--- config.mk ---
export PLATFORM = sky130hd
export DESIGN_NAME = fx_addsub_pipe
export DESIGN_NICKNAME = d
export VERILOG_FILES = /design/src/rtl/fx_addsub_pipe.sv
export SDC_FILE = /design/constraint.sdc
export NUM_CORES = 1
export LEC_CHECK = 0
export CORE_MARGIN = 5
export CORE_UTILIZATION = 40
export CTS_BUF_LIST = sky130_fd_sc_hd__clkbuf_4 sky130_fd_sc_hd__clkbuf_8 sky130_fd_sc_hd__clkbuf_16
export CTS_CLUSTER_SIZE = 40
export DETAILED_ROUTE_END_ITERATION = 6
export PLACE_DENSITY_LB_ADDON = 0.08
export REMOVE_ABC_BUFFERS = 1
export SLEW_MARGIN = 20
export SYNTH_ARGS = -nofsm -noshare
export SYNTH_HDL_FRONTEND = slang
export SYNTH_SLANG_ARGS = --single-unit
--- constraint.sdc ---
create_clock -name i_clk -period 5 [get_ports i_clk]
set_input_delay 1.5 -clock i_clk [delete_from_list [all_inputs] [get_ports i_clk]]
set_output_delay 1.5 -clock i_clk [all_outputs]
set_load 0.005 [all_outputs]
--- src/rtl/fx_addsub_pipe.sv ---
// rtl/fx_addsub_pipe.sv - multi-lane fixed-point add/sub with rescale, range handling and valid/ready pipeline
module fx_addsub_pipe #(
  parameter int LANES   = 1,
  parameter int W_IN    = 12,
  parameter int F_IN    = 4,
  parameter int W_OUT   = 13,
  parameter int F_OUT   = 4,
  parameter int LATENCY = 2,
  parameter int SAT     = 0,
  parameter int ROUND   = 0
) (
  input  logic                   i_clk,
  input  logic                   i_rst_n,
  input  logic                   i_valid,
  output logic                   o_ready,
  input  logic                   i_sub,
  input  logic [LANES*W_IN-1:0]  i_data_1,
  input  logic [LANES*W_IN-1:0]  i_data_2,
  output logic                   o_valid,
  input  logic                   i_ready,
  output logic [LANES*W_OUT-1:0] o_data,
  output logic [LANES-1:0]       o_ovf,
  output logic                   o_ovf_sticky,
  input  logic                   i_ovf_clr
);

  // Left shift when gaining fraction bits, right shift when dropping them; one of the two is always 0.
  localparam int SHL     = (F_OUT >= F_IN) ? F_OUT - F_IN : 0;
  localparam int SHR     = (F_OUT < F_IN) ? F_IN - F_OUT : 0;
  localparam int RND_POS = (SHR > 0) ? SHR - 1 : 0;
  // Working width: exact sum (+1), rounding carry (+1), left shift growth, and room to compare against W_OUT limits.
  localparam int WA      = W_IN + 2 + SHL;
  localparam int WS      = (WA > W_OUT + 1) ? WA : W_OUT + 1;

  localparam logic signed [WS-1:0] RND_ADD =
    (ROUND != 0 && SHR > 0) ? ({{(WS-1){1'b0}}, 1'b1} << RND_POS) : {WS{1'b0}};
  localparam logic signed [WS-1:0] MAX_V = {{(WS-W_OUT+1){1'b0}}, {(W_OUT-1){1'b1}}};
  localparam logic signed [WS-1:0] MIN_V = ~MAX_V;
  localparam logic [W_OUT-1:0] SAT_MAX = {1'b0, {(W_OUT-1){1'b1}}};
  localparam logic [W_OUT-1:0] SAT_MIN = ~SAT_MAX;

  logic                   adv;
  logic [LANES*W_OUT-1:0] nxt_data;
  logic [LANES-1:0]       nxt_ovf;
  logic signed [WS-1:0]   a_x;
  logic signed [WS-1:0]   b_x;
  logic signed [WS-1:0]   s;
  logic                   lane_ovf;

  logic [LATENCY-1:0]     st_v;
  logic [LANES*W_OUT-1:0] st_d [LATENCY];
  logic [LANES-1:0]       st_o [LATENCY];

  // Every stage moves together whenever the output slot is free or being drained.
  assign adv     = !o_valid || i_ready;
  assign o_ready = i_rst_n && adv;
  assign o_valid = st_v[LATENCY-1];
  assign o_data  = st_d[LATENCY-1];
  assign o_ovf   = st_o[LATENCY-1];

  // Per-lane exact add/sub, rescale to the output fraction, then range check with wrap or clamp.
  always_comb begin
    nxt_data = '0;
    nxt_ovf  = '0;
    a_x      = '0;
    b_x      = '0;
    s        = '0;
    lane_ovf = 1'b0;
    for (int k = 0; k < LANES; k++) begin
      a_x = {{(WS-W_IN){i_data_1[k*W_IN+W_IN-1]}}, i_data_1[k*W_IN +: W_IN]};
      b_x = {{(WS-W_IN){i_data_2[k*W_IN+W_IN-1]}}, i_data_2[k*W_IN +: W_IN]};
      s   = i_sub ? (a_x - b_x) : (a_x + b_x);
      s   = (s + RND_ADD) >>> SHR;
      s   = s <<< SHL;
      lane_ovf   = (s > MAX_V) || (s < MIN_V);
      nxt_ovf[k] = lane_ovf;
      if (lane_ovf && SAT != 0) begin
        nxt_data[k*W_OUT +: W_OUT] = s[WS-1] ? SAT_MIN : SAT_MAX;
      end else begin
        nxt_data[k*W_OUT +: W_OUT] = s[W_OUT-1:0];
      end
    end
  end

  // Pipeline: valids shift on every advance (bubbles too); data only loads behind a valid so outputs hold last beat.
  always_ff @(posedge i_clk) begin
    if (!i_rst_n) begin
      st_v <= '0;
      for (int i = 0; i < LATENCY; i++) begin
        st_d[i] <= '0;
        st_o[i] <= '0;
      end
    end else if (adv) begin
      st_v[0] <= i_valid;
      if (i_valid) begin
        st_d[0] <= nxt_data;
        st_o[0] <= nxt_ovf;
      end
      for (int i = 1; i < LATENCY; i++) begin
        st_v[i] <= st_v[i-1];
        if (st_v[i-1]) begin
          st_d[i] <= st_d[i-1];
          st_o[i] <= st_o[i-1];
        end
      end
    end
  end

  // Sticky overflow: any delivered beat with an overflowing lane sets it; setting takes priority over clearing.
  always_ff @(posedge i_clk) begin
    if (!i_rst_n) begin
      o_ovf_sticky <= 1'b0;
    end else if (o_valid && i_ready && (|o_ovf)) begin
      o_ovf_sticky <= 1'b1;
    end else if (i_ovf_clr) begin
      o_ovf_sticky <= 1'b0;
    end
  end

endmodule
# After elaboration in Yosys (flattened, before gate mapping)
# Memories as Yosys holds them, arrays and structs flattened.
# Index checks and enable logic that the tools add are counted.
# totals
reg_bits	3
ramBits	28
input_bits	30
out_inout_bits	17
n_memories	2
# op_classes
add_sub_neg	2
order_cmp	2
n_mux	16
n_bitwise	4
reduce_logical	7
# memory_table
memory	words	width	read_ports	rd_clocked_by_memory_dff	wr	line	text
st_d	2	13	2	0	2	51	logic [LANES*W_OUT-1:0] st_d [LATENCY];
st_o	2	1	2	0	2	52	logic [LANES-1:0] st_o [LATENCY];
# ops
cell	count
13-bit 2-to-1 mux	2
14-bit by 13-bit > comparator with 1-bit output, second input constant	1
14-bit by 13-bit less-than comparator with 1-bit output, second input constant	1
14-bit 2-to-1 mux	1
12-bit by 12-bit adder with 13-bit output	1
1-bit 2-to-1 mux	13
12-bit by 12-bit subtractor with 13-bit output	1
1-bit bitwise OR	4
1-bit logical AND	3
1-bit logical OR	2
2-bit nonzero test	1
1-bit logical NOT	1

# Depth between registers and ports, before layout
# depth
depth_word	6
depth_mapped	12
mapped_depth_nobuf	12

# Least setup slack after synthesis
# Ideal clock, no wire load.
# synth_timing
kind	input port to flip-flop
from	in i_data_2[3]
to	mem st_d[0][12] in the netlist's numbering, data pin
t_arrival_ns	3.480
t_required_ns	4.739
setup_slack_ns	1.258
stages	10
cell_sequence	nor2_1 nor4b_1 a21oi_1 xnor2_1 ha_1 and2_1 nand4_1 or2_2 o22ai_1 mux2i_1
# synth_rtl
element	line	text
start, declared	18	input logic [LANES*W_IN-1:0] i_data_2,
end, declared	51	

# Worst setup path in the final report
# layout_timing
from	in i_ready
to	out o_ready
# layout_via
elab_chain_cells	2
# layout_lines
element	line	text
start, declared	20	input logic i_ready,
1-bit logical OR	55	assign adv = !o_valid || i_ready;
1-bit logical AND	56	assign o_ready = i_rst_n && adv;
end, declared	15	output logic o_ready,
# No other way between the ends.

==> run_results.csv <==
group,metric,value,unit
global_routing,grt_use_total,12.1,%
worst_hold_path,hold_class,"reg2reg",
yosys,ys_ff_latch,31,
setup_path,r2r_slack,3380,ps
worst_hold_path,min_from,"o_ovf_sticky$_SDFFE_PN0P_",
yosys,synth.most_common_cell,"edfxtp_1",
clock_network,cts_tree,"done",
setup_path,crit_arrival,2830,ps
floorplanning,num_io_pins,47,
yosys,ys_top_cells_by_count,"edfxtp_1, nor2_1, and2_1",
yosys,synth-compound-area-share,14.4,%
detailed_routing,wl_per_cell,11.8,um
pwr,combPwrFrac,27.6,%
layout,fin_nets,291,
pwr,switchingPower,184,uW
worst_hold_path,hold_depth,2,
pwr,p_clk_share,27.2,%
global_routing,grt_overflow,0,
detailed_routing,drtIter0Drc,22,
global_routing,grt_pass1_wl,6300,um
timing,finalHoldViolCount,0,
setup_path,r2r_cells,5,
floorplanning,die_y,82.1,um
setup_path,r2r-start,"st_v[1]$_SDFFE_PN0N_",
yosys,synth_top_family_by_area,"simple AND/OR/NAND/NOR gates",
timing,rsz0062_at_grt,"false",
timing,period_needed,4330,ps
layout,syn2layout_area_growth,25.7,%
worst_hold_path,whs_endpoint,"o_ovf_sticky$_SDFFE_PN0P_",
clock_network,htree_num_levels,2,
clock_network,clk_pin_slew,60,ps
global_routing,grt_max_degree,22,
yosys,synthMuxAreaShare,1.98,%
yosys,syn_inst,209,
clock_network,cts_setup_buffers,0,
pwr,p_leak,0.970,nW
global_routing,antenna_found_initial,0,
pwr,finalPower,704,uW
placed_design,place_area,2530,um^2
detailed_routing,via_count,1505,
flow_run,drv_cap,0,
yosys,synth_largest_area_cell,"edfxtp_1",
pwr,power_frac_seq,45.2,%
placed_design,place.gp.congestion,0.895,
setup_path,critPathMaxFanout,3,
layout,fin_area,2620,um^2
placed_design,dpl.hpwl,3040,um
pwr,switching_share,26.1,%
pwr,powerDensity,269,nW/um^2
pwr,vdd_drop_max,0.0895,mV
setup_path,startpoint_type,"input pin",
timing,setup_viol,0,
yosys,synth-simple-area-share,20.7,%
setup_path,worstSetupPathType,"in2out",
yosys,synth_cell_types,43,
layout,insertedDiodeCount,0,
clock_network,clock_sinks,31,
pwr,internal_power,521,uW
placed_design,portBuffers,46,
setup_path,r2r_end,"st_d[0][12]$_SDFFCE_PN0P_",
timing,maxSlewViolCount,0,
timing,finClkSkew,1.99,ps
yosys,ys_warn_count,0,
outcome,status,"finished clean",
floorplanning,core,5070,um^2
detailed_routing,drc,0,
clock_network,postCtsHoldBufs,0,
timing,fmax,231,MHz
timing,tightest_slew,720,ps
detailed_routing,viasPerCell,4.73,
yosys,avgSynthCellArea,9.96,um^2
yosys,synth_area_leaders,"edfxtp_1, ha_1, and2_1",
timing,maxSlewHeadroom,51.3,%
detailed_routing,drt_first_pass_iters,4,
setup_path,end_kind,"output port",
layout,drive_above_1_share,5.24,%
yosys,ys_async_sr_fraction,0,%
floorplanning,start_util,41.0,%
clock_network,clockBufferDepth,2,
clock_network,cts_buffers,5,
yosys,ys_seq_area_share,43.3,%
clock_network,cts.root.buffer_cell,"clkbuf_8",
timing,fin_tns_setup,0,ps
setup_path,crit_required,3500,ps
floorplanning,dieArea,6750,um^2
clock_network,cts-resized-gates,0,
yosys,syn_area,2080,um^2
yosys,synth_top_area_share,40.4,%
yosys,ys.flop_type,"edfxtp_1",
setup_path,startpoint,"i_ready",
global_routing,grt_pass1_vias,1415,
detailed_routing,wirelength,3770,um
floorplanning,row_count,26,
clock_network,insertion_delay,270,ps
floorplanning,fp.dieW,82.1,um
yosys,synth_xor_area_share,4.63,%
detailed_routing,ant_nets,0,
timing,finalCritPeriodShare,86.7,%
yosys,synth_fa_ha_area_share,8.77,%
yosys,synth_edf_count,28,
==> power groups by stage <==
stage	registers (mW)	logic, mW	clock network (mW)
3_3_place_gp	0.324	0.196	0
6_report	0.318	0.195	0.191
5_1_grt	0.321	0.219	0.207
2_1_floorplan	0.325	0.116	0
3_5_place_dp	0.324	0.195	0
4_1_cts	0.319	0.196	0.197
==> kinds of logic after synthesis <==
logic type / after synthesis
AO/OA/AOI/OAI: 48
XOR/XNOR: 11
flip-flops: 31
other: 1
multiplexers: 4
AND/OR/NAND/NOR: 79
buffers and inverters: 21
adder cells (fa/ha/maj): 14
==> cell type report <==
type,instances,area (um^2)
multi-input combinational,157,1050
inverter,5,18.8
sequential,31,901
clock buffer,7,83.8
fill,498,2460
tap,70,87.6
clock inverter,1,5.00
timing repair buffer,47,468
==> flip-flops by register name, summed over array words and instances, names as in the netlist <==
signal / count
o_ovf_sticky: 1
st_d: 26
st_v: 2
st_o: 2
==> metrics by stage <==
step                      utilization [%]  instances  setup slack (ps)  hold slack [ps]
after floorplan                         -        193              1260              470
after global placement               49.8        310               491              475
after detailed placement             49.8        310               405              480
after CTS                            51.6        318               665              490
after global routing                 51.6        318               441              514
final                                51.6        318               667              477
==> worst max path at each step <==
stage | end | slack, ps | cells past startpoint
global placement | st_d[0][12]$_SDFFCE_PN0P_ | 490 | 11
CTS | o_ready | 660 | 4
detailed placement | st_d[0][12]$_SDFFCE_PN0P_ | 410 | 11
finish | o_ready | 670 | 4
global route | st_d[0][12]$_SDFFCE_PN0P_ | 440 | 11
floorplan | st_d[0][12]$_SDFFCE_PN0P_ | 1260 | 10
==> per-layer routing <==
layer | global-route usage, % | up-vias | wire length [um]
met1 | 15.6 | 635 | 1780
met3 | 2.71 | 5 | 214
met4 | 5.65 | 0 | 72
met2 | 19.3 | 47 | 1700
li1 | - | 818 | -
met5 | 0 | - | 0
==> layout by cell type, fill, tap and decap left out, drive strengths merged, types with 2 or more instances in the layout <==
master	instances
nor2	21
a21oi	11
xnor2	10
mux2i	3
dfxtp	3
nor4b	2
inv	5
o21a	7
a211oi	5
nor3b	3
o21ai	14
a21boi	2
o31ai	2
clkdlybuf4s50	46
nor3	8
edfxtp	28
nor2b	4
nand2	12
clkbuf	7
nand3	2
ha	13
nand2b	4
and2	17
==> worst max-delay path, stage by stage <==
cell and delay [ps]:
clkdlybuf4s50_1 490, nand2b_1 160, and2_1 170, clkdlybuf4s50_1 510
Note: power is estimated with default switching activity, not from simulation.
